$ cat config.mk
export PLATFORM = sky130hd
export DESIGN_NAME = wt_mem_arbiter
export DESIGN_NICKNAME = d
export VERILOG_FILES = /design/src/rtl/wt_mem_arbiter.sv
export SDC_FILE = /design/constraint.sdc
export NUM_CORES = 1
export LEC_CHECK = 0
export ABC_AREA = 0
export BUFFER_PORTS_ARGS = -buffer_cell sky130_fd_sc_hd__buf_2
export CAP_MARGIN = 10
export CORE_AREA = 4 4 179 181
export CTS_BUF_LIST = sky130_fd_sc_hd__clkbuf_4 sky130_fd_sc_hd__clkbuf_8
export DETAILED_ROUTE_END_ITERATION = 6
export DIE_AREA = 0 0 183 185
export SLEW_MARGIN = 20
export SYNTH_ARGS = -nofsm -noshare
export SYNTH_HDL_FRONTEND = slang
export SYNTH_SLANG_ARGS = --single-unit
$ cat constraint.sdc
create_clock -name clk_i -period 1.75 [get_ports clk_i]
set_input_delay 0.35 -clock clk_i [delete_from_list [all_inputs] [get_ports clk_i]]
set_output_delay 0.35 -clock clk_i [all_outputs]
set_load 0.05 [all_outputs]
$ cat src/rtl/wt_mem_arbiter.sv
// Round-robin arbiter that merges icache and dcache requests onto one memory port.
// One downstream request at a time; per-port outstanding counters throttle grants.
module wt_mem_arbiter #(
  parameter int unsigned AddrWidth      = 64,
  parameter int unsigned DataWidth      = 64,
  parameter int unsigned MaxOutstanding = 4
) (
  input  logic                 clk_i,
  input  logic                 rst_ni,
  input  logic                 stall_i,
  input  logic                 icache_req_i,
  input  logic [AddrWidth-1:0] icache_addr_i,
  output logic                 icache_ack_o,
  input  logic                 dcache_req_i,
  input  logic [AddrWidth-1:0] dcache_addr_i,
  input  logic                 dcache_we_i,
  input  logic [DataWidth-1:0] dcache_wdata_i,
  output logic                 dcache_ack_o,
  output logic                 mem_req_o,
  output logic [AddrWidth-1:0] mem_addr_o,
  output logic                 mem_we_o,
  output logic [DataWidth-1:0] mem_wdata_o,
  output logic                 mem_port_o,
  input  logic                 mem_ack_i,
  input  logic                 mem_rtrn_vld_i,
  input  logic                 mem_rtrn_port_i,
  input  logic [DataWidth-1:0] mem_rtrn_data_i,
  output logic                 icache_rtrn_vld_o,
  output logic                 dcache_rtrn_vld_o,
  output logic [DataWidth-1:0] rtrn_data_o,
  output logic                 busy_o
);

  localparam int unsigned CntWidth = $clog2(MaxOutstanding + 1);
  localparam logic [CntWidth-1:0] CntMax =
    CntWidth'(MaxOutstanding);

  typedef enum logic {
    IDLE,
    GRANT
  } state_e;

  state_e state_q, state_d;
  logic   prio_q, prio_d;
  logic   gnt_port_q;
  logic   grant;
  logic   sel;
  logic [1:0] elig;
  logic [1:0] ack;
  logic [1:0] rtrn;
  logic [1:0][CntWidth-1:0] cnt_q;

  assign elig[0] = icache_req_i && (cnt_q[0] < CntMax);
  assign elig[1] = dcache_req_i && (cnt_q[1] < CntMax);

  assign rtrn[0] = mem_rtrn_vld_i && !mem_rtrn_port_i;
  assign rtrn[1] = mem_rtrn_vld_i && mem_rtrn_port_i;

  assign icache_rtrn_vld_o = rtrn[0];
  assign dcache_rtrn_vld_o = rtrn[1];
  assign rtrn_data_o       = mem_rtrn_data_i;

  always_ff @(posedge clk_i or negedge rst_ni) begin
    if (!rst_ni) begin
      state_q <= IDLE;
      prio_q  <= 1'b0;
    end else begin
      state_q <= state_d;
      prio_q  <= prio_d;
    end
  end

  // Priority only rotates when both ports actually compete.
  always_comb begin
    state_d = state_q;
    prio_d  = prio_q;
    grant   = 1'b0;
    sel     = 1'b0;
    unique case (state_q)
      IDLE: begin
        if (!stall_i && (|elig)) begin
          grant   = 1'b1;
          state_d = GRANT;
          if (&elig) begin
            sel    = prio_q;
            prio_d = ~prio_q;
          end else begin
            sel = elig[1];
          end
        end
      end
      GRANT: begin
        if (mem_ack_i) state_d = IDLE;
      end
    endcase
  end

  always_comb begin
    mem_req_o = 1'b0;
    ack       = '0;
    if (state_q == GRANT) begin
      mem_req_o       = 1'b1;
      ack[gnt_port_q] = mem_ack_i;
    end
  end

  assign icache_ack_o = ack[0];
  assign dcache_ack_o = ack[1];
  assign mem_port_o   = gnt_port_q;
  assign busy_o       = (state_q == GRANT) || (|cnt_q);

  always_ff @(posedge clk_i or negedge rst_ni) begin
    if (!rst_ni) begin
      gnt_port_q  <= 1'b0;
      mem_addr_o  <= '0;
      mem_we_o    <= 1'b0;
      mem_wdata_o <= '0;
    end else if (grant) begin
      gnt_port_q  <= sel;
      mem_addr_o  <= sel ? dcache_addr_i : icache_addr_i;
      mem_we_o    <= sel & dcache_we_i;
      mem_wdata_o <= sel ? dcache_wdata_i : '0;
    end
  end

  // Ack and return together cancel; a stray return never underflows.
  always_ff @(posedge clk_i or negedge rst_ni) begin
    if (!rst_ni) begin
      cnt_q <= '0;
    end else begin
      for (int p = 0; p < 2; p++) begin
        if (ack[p] && !rtrn[p]) begin
          cnt_q[p] <= cnt_q[p] + 1'b1;
        end else if (rtrn[p] && !ack[p] && cnt_q[p] != '0) begin
          cnt_q[p] <= cnt_q[p] - 1'b1;
        end
      end
    end
  end

endmodule

==> results.md, run 1 <==
- Max FO, Critical Path: 2
- # H-tree levels: 4
- Layout cells sized above 1: 0.481
- Setup violations, final: 2
- ANT nets after route: 0
- RSZ-0062 raised after global routing: yes
- Slew Limit Fails: 0
- Ys Warns: 0
- Vias: 5,699
- TritonRoute pass-1 iters: 4
- Placed Instances: 1,273
- CTS tree: yes
- Clk Latency, worst-skew pair: roughly 0.44 ns
- Syn Area/Cell: 10.2 um^2
- Area Overhead vs Synth: 40.8%
- Fin crit share: 1.09
- Synth Instances: 623
- CP Class: register to output port
- Max Cap Viol: 0
- Cts bufs inserted: 17
- Core Util, Final: 0.294
- CTS Sinks: 138
- CP startpoint kind: register
- DRC: 0
- Clk buf depth: 2
- Drt via density: 4.28
- Most common cell after layout, fill and taps aside: buf_2
- Core area: 30,400 um^2
- #FFs+latches synth: 138
- Antenna violations before repair: 2
- # IOs: around 470
- Register area share after synthesis: 0.544
- Worst Tran Pin Value: 0.380 ns
- Violated checks: setup timing
- Port Buffers: between 300 and 400
- DR iter-0 viols: 198
- Number of global-route vias before repair: 5,509
- Die Area: 33,900 um^2
- Die width: 183 um
- Min Tclk post-route: between 1.5 and 2 ns
- Row count: 64
- Fin area: 8940 um^2
- Non-filler cells, final: 1,330
- Clk slew on worst S/H paths: 0.09 ns
- Synthesized cell area: about 6400 um^2
- Pwr per Cell Area: 1810 nW/um^2
- Most frequent cells in the layout: 332 x buf_2, 136 x dfrtp_1, 121 x a21oi_1
- Root Driver: clkbuf_8
- Run status: finished, violations left
- DIE HEIGHT: roughly 190 um
- Crit path capture type: output port
- Placed Area: between 8000 and 9000 um^2
- Initial Util: 0.209
- Cell leakage power: roughly 4.7 nW
- Post-Syn Nets: 890
- Worst min path class: primary input to register
- Largest net degree at the start of global routing: 65
- CP Data Arrival Time: between 1.5 and 2 ns
- Final worst setup slack: -0.152 ns
- Final HPWL DP: ~15,000 um
- Final hold vios: 0
- Fmax: 526 MHz
- Max-Slew Margin vs Limit: 0.746
- Number of diodes: 0
- First-pass GRT wire length: 29,700 um
- WL per Instance: ~17 um
- Skew final: ~0.0078 ns
- Count of cell types in the netlist: 41
- Peak supply drop: 0.577 mV
- Gr ovfl total: 0
- GPL Wtd Cong: slightly above 0.8
- GRT Util Overall: 0.112
- DRT Wirelength: 22,100 um
- WHS: ~0.12 ns
- NumNets Final: ~1.2k
- Required @ worst endpoint: 1.40 ns
==> stage by stage <==
step / TNS, ns / setup slack (ns) / power, mW
finish: -0.184 / -0.152 / 16.2
global route: -6.03 / -0.276 / 17.1
CTS: -0.341 / -0.218 / 15.8
detailed placement: -0.0398 / -0.0173 / 13.0
global placement: -0.00176 / -0.00176 / 13.0
floorplan: -1.23 / -0.380 / 11.2
==> worst max-delay path: stages, from the launching register on <==
cell      delay [ns]
dfrtp_1         0.40
buf_6           0.12
or2_4           0.22
nand4b_1        0.20
buf_6           0.18
==> cell usage after synthesis <==
| cell | count | area share |
|---|---|---|
| buf_6 | 11 | 0.020 |
| nor2b_1 | 1 | 0.00099 |
| a221oi_1 | 1 | 0.0014 |
| nor3_4 | 1 | 0.0026 |
| a22oi_1 | 1 | 0.0012 |
| clkbuf_1 | 15 | 0.0089 |
| nor3b_2 | 1 | 0.0020 |
| nand3_1 | 1 | 0.00079 |
| nor4_1 | 2 | 0.0020 |
| nand2b_1 | 2 | 0.0020 |
| a211oi_4 | 1 | 0.0032 |
| and3_1 | 3 | 0.0030 |
| nor3_1 | 1 | 0.00079 |
| nand2b_4 | 1 | 0.0022 |
| buf_2 | 12 | 0.0095 |
| o21a_1 | 1 | 0.0012 |
| a211o_1 | 1 | 0.0014 |
| xor2_1 | 1 | 0.0014 |
| nand2_1 | 68 | 0.040 |
| buf_8 | 4 | 0.0095 |
| o21ai_0 | 7 | 0.0055 |
| buf_4 | 64 | 0.076 |
| a21o_1 | 1 | 0.0012 |
| nor2_8 | 1 | 0.0032 |
| fa_1 | 2 | 0.0063 |
| o211ai_1 | 1 | 0.0012 |
| nor2_1 | 71 | 0.042 |
| o221ai_1 | 1 | 0.0014 |
| nand3b_1 | 1 | 0.0012 |
| o31a_1 | 1 | 0.0014 |
| or3_4 | 1 | 0.0018 |
| nand4b_1 | 1 | 0.0014 |
| a21oi_1 | 130 | 0.10 |
| inv_1 | 4 | 0.0024 |
| xnor2_1 | 1 | 0.0014 |
| a31oi_1 | 1 | 0.00099 |
| mux2i_1 | 1 | 0.0016 |
| or2_2 | 1 | 0.00099 |
| a22o_1 | 65 | 0.090 |
| a21bo_2 | 1 | 0.0016 |
| dfrtp_1 | 138 | 0.54 |
==> registers in the layout, indices dropped and copies added (netlist names) <==
name and cells:
mem_wdata_o 64, mem_addr_o 64, mem_we_o 1, mem_port_o 1, prio_q 1, cnt_q 6, state_q 1
==> worst paths after layout <==
check / from / slack (ns) / depth (start not counted) / end
min reg2reg: prio_q / 0.49 / 1 / prio_q
max reg2reg: cnt_q[2] / 0 / 9 / mem_addr_o[50]
max: cnt_q[2] / -0.15 / 4 / busy_o
min in group asynchronous: rst_ni / 0.29 / 2 / mem_wdata_o[29]
min: dcache_wdata_i[41] / 0.12 / 2 / mem_wdata_o[41]
max in group asynchronous: rst_ni / 0.84 / 3 / mem_addr_o[12]
==> final cells by class <==
| cell class | instances | area, um^2 |
|---|---|---|
| timing repair buffer | 385 | 2400 |
| sequential | 138 | 3460 |
| fill | 3190 | 21500 |
| clock buffer | 20 | 263 |
| inverter | 4 | 18.8 |
| tap | 396 | 495 |
| multi-input combinational | 375 | 2190 |
| clock inverter | 12 | 119 |
==> layer usage <==
metal	part of all wire	global-route usage
met5	0.0012	0
met4	0.028	0.0450
met2	0.47	0.191
met3	0.10	0.0410
met1	0.40	0.129
==> report_power, final <==
group | internal, mW | switching, mW | total [mW]
combinational | 2.50 | 6.08 | 8.58
clock | 1.21 | 1.36 | 2.57
sequential | 4.32 | 0.704 | 5.02
==> what timing repair did <==
item                                   in CTS  in global routing
resized for setup                          15                 39
pin swaps                                   3                 20
cloned                                      0                  9
buffers inserted                            7                  8
hold buffers                                1                  0
endpoints found under the hold margin      94                  0
setup endpoints to repair                   6                135
==> cell families (layout without fill, tap and decap cells) <==
family | count (synthesis) | after routing | synth area share
AND/OR/NAND/NOR | 157 | 157 | 0.107
multiplexers | 1 | 1 | 0.00158
flip-flops | 138 | 138 | 0.544
AO/OA/AOI/OAI | 213 | 213 | 0.214
adder cells (fa/ha/maj) | 2 | 2 | 0.00630
XOR/XNOR | 2 | 2 | 0.00276
buffers and inverters | 110 | 421 | 0.125
(Power assumes the default switching activity.)
==> inputs of run 2 (changes only) <==
--- a/config.mk
+++ b/config.mk
@@ -6,12 +6,13 @@
 export NUM_CORES = 1
 export LEC_CHECK = 0
 export ABC_AREA = 0
+export ABC_CLOCK_PERIOD_IN_PS = 1750
 export BUFFER_PORTS_ARGS = -buffer_cell sky130_fd_sc_hd__buf_2
 export CAP_MARGIN = 10
-export CORE_AREA = 4 4 179 181
+export CORE_AREA = 2 2 182 184
 export CTS_BUF_LIST = sky130_fd_sc_hd__clkbuf_4 sky130_fd_sc_hd__clkbuf_8
 export DETAILED_ROUTE_END_ITERATION = 6
-export DIE_AREA = 0 0 183 185
+export DIE_AREA = 0 0 184 186
 export SLEW_MARGIN = 20
 export SYNTH_ARGS = -nofsm -noshare
 export SYNTH_HDL_FRONTEND = slang
==> run 2 against run 1 <==
  * The flow still finishes with violations (setup timing)
  * Worst setup slack got worse by 0.026 ns
  * Sequential power increased by 0.8%
  * First-iteration DRC count decreased by 18%
  * Sequential cell count unchanged
  * Clock-buffer cell count decreased by 3
  * Critical path type is now register to register
  * Largest cell class unchanged
==> results.md, run 2 (synthesis results as in run 1) <==
- Final Power: 18.0 mW (+11%)
- Worst Hold Depth: 2 (unchanged)
- First-pass GRT wire length: 28,900 um (-2.7%)
- Most frequent cells in the layout: 331 x buf_2, 136 x dfrtp_1, 70 x a21oi_2
- Cts bufs inserted: 17 (unchanged)
- CP Data Arrival Time: 2.31 ns (+0.76 ns)
- Hold wc startpoint: dcache_wdata_i[58]
- DRT Wirelength: 26,700 um (+21%)
- DIE HEIGHT: 186 um (+0.54%)
- ANT nets after route: 0 (unchanged)
- Fin crit share: 1.10 (+0.0150)
- Die width: 184 um (+0.55%)
- Violated checks: setup timing
- CTS Sinks: 138 (unchanged)
- Core Util, Final: 0.313 (+0.0196)
- R2R Path Start: cnt_q[2]
- Clk slew on worst S/H paths: 0.09 ns (about the same)
- Clk buf depth: 2 (unchanged)
- Required @ worst endpoint: 2.13 ns (+0.73 ns)
- FILL cells: 3,321 (+4.1%)
- CP Class: register to register
- # H-tree levels: 4 (unchanged)
- Area Overhead vs Synth: 59.0%
- Fmax: 519 MHz (-1.4%)
- Crit path largest cell delay: 0.43 ns (+0.03 ns)
- Core area: 32,200 um^2 (+5.8%)
- Min Tclk post-route: 1.93 ns (+0.0263 ns)
- Gr ovfl total: 0 (unchanged)
- CP startpoint kind: register
- Slew Limit Fails: 0 (unchanged)
- GRT Util Overall: 0.112 (-0.000257)
- Final worst setup slack: -0.178 ns (-0.0263 ns)
- Delay-heaviest family, CP: compound AO/OA/AOI/OAI gates
- DRC: 0 (unchanged)
- Antenna violations before repair: 1 (-1)
- Port Buffers: 336 (unchanged)
- # IOs: 465 (unchanged)
- Biggest regs: mem_addr_o (64), mem_wdata_o (64), cnt_q (6)
- Peak supply drop: 0.709 mV (+23%)
- Placed Instances: 1,286 (+1.0%)
- Setup violations, final: 132 (+130)
- Worst Tran Pin Value: 0.715 ns (+0.335 ns)
- Layout cells sized above 1: 0.587 (+0.107)
- Max FO, Critical Path: 13 (+11)
- Row count: 66 (+3.1%)
- Vias: 6,017 (+5.6%)
- Die Area: 34,200 um^2 (+1.1%)
- Number of global-route vias before repair: 5,294 (-3.9%)
- Pwr per Cell Area: 1780 nW/um^2 (-1.5%)
- Largest net degree at the start of global routing: 65 (unchanged)
- Root Driver: clkbuf_8
- Final hold vios: 0 (unchanged)
- Drt via density: 4.39 (+2.5%)
- R2r setup slk: -0.18 ns (-0.18 ns)
- Buf+Inv Stages, Crit Path: 4 (+2)
- TritonRoute pass-1 iters: 4 (unchanged)
- DR iter-0 viols: 162 (-18%)
- Initial Util: 0.197 (-0.0115)
- Cell leakage power: 5.01 nW (+7.7%)
- Crit path capture type: register
- Worst min path class: primary input to register
- RSZ-0062 raised after global routing: yes
- Skew final: 0.0110 ns (+0.00317 ns)
- NumNets Final: 1,216 (+2.4%)
- Slowest stage cell, crit path: a211o_4
- Run status: finished, violations left
- CTS tree: yes
- Cell Chain, Critical Path: buf_4, buf_6, nand2b_4, a211o_4, nor2_8, buf_12, buf_12, a22o_1
- WHS: 0.104 ns (-0.0167 ns)
- Max-Slew Margin vs Limit: 0.523 (-0.223)
- Non-filler cells, final: 1,370 (+3.0%)
- CP most frequent cell: buf_12
- Number of diodes: 0 (unchanged)
- Final HPWL DP: 14,900 um (+0.97%)
- Hold path endpoint: mem_wdata_o[58]
- WL per Instance: 19.5 um (+17%)
- Clk Latency, worst-skew pair: 0.45 ns (about the same)
- Most common cell after layout, fill and taps aside: buf_2
- GPL Wtd Cong: 0.747 (-9.5%)
- Final TNS setup: -17.75 ns (-17.56 ns)
- Max Cap Viol: 0 (unchanged)
- FF-to-FF End: mem_wdata_o[22]
- Reg2Reg Depth: 8 (-1)
[run 2: cell types whose count changed in the layout (fill, tap and decap cells not counted), moves of 2 or more]
cell        delta
a21oi_2       +61
clkinvlp_4     -2
nor2_1         -8
inv_6          +2
clkbuf_4       -2
a21oi_4       +20
buf_12         +8
bufinv_16      +2
buf_8          +7
nor2_2         +6
nor2_4         +2
a21oi_1       -81
clkbuf_16     +12
[run 2: through the flow]
stage / worst slack [ns] / instance area (um^2)
floorplan: -0.380 / 6370
global placement: -0.0413 / 8090
detailed placement: -0.118 / 8090
CTS: -0.216 / 8620
global route: -0.244 / 10100
finish: -0.178 / 10100
[run 2: how the worst max path moves through the flow]
| stage | startpoint | to | slack (ns) | cells after the start |
|---|---|---|---|---|
| 6_report | cnt_q[2] | mem_wdata_o[22] | -0.18 | 8 |
| 5_1_grt | state_q | busy_o | -0.24 | 5 |
| 4_1_cts | cnt_q[2] | busy_o | -0.22 | 4 |
| 3_5_place_dp | mem_ack_i | cnt_q[5] | -0.12 | 7 |
| 3_3_place_gp | mem_port_o | cnt_q[2] | -0.04 | 6 |
| 2_1_floorplan | state_q | cnt_q[1] | -0.38 | 7 |
[run 2: where the power goes]
part | switching, mW | internal (mW)
combinational | 6.77 | 3.26
sequential | 0.745 | 4.32
clock | 1.45 | 1.44
total | 8.96 | 9.02
[run 2: cell type report]
type                       instances  area, um^2  area share
inverter                           4        18.8     0.00186
clock inverter                    15         189      0.0187
multi-input combinational        376        2690       0.267
timing repair buffer             412        2990       0.297
tap                              408         510      0.0506
sequential                       138        3460       0.342
clock buffer                      17         234      0.0232
[run 2: layer usage]
metal / vias up / routed length [um] / GRT usage / share of wire
li1: 2755 / - / - / -
met1: 2864 / 10100 / 0.121 / 0.38
met2: 352 / 13300 / 0.197 / 0.50
met3: 44 / 2150 / 0.0376 / 0.080
met4: 2 / 1210 / 0.0541 / 0.045
met5: - / 13 / 0 / 0.00049
[run 2: worst reg2reg max path, cell delays in order (launching register included)]
cell and delay (ns):
dfrtp_1 0.40, buf_4 0.14, buf_6 0.11, nand2b_4 0.15, a211o_4 0.43, nor2_8 0.18
buf_12 0.16, buf_12 0.15, a22o_1 0.14
[run 2: what timing repair did]
action,in CTS,in global routing
resized for setup,18,168
endpoints found under the setup margin,7,134
hold endpoints to repair,28,0
hold buffers,1,0
pin swaps,2,91
buffers inserted,5,15
cloned,0,31
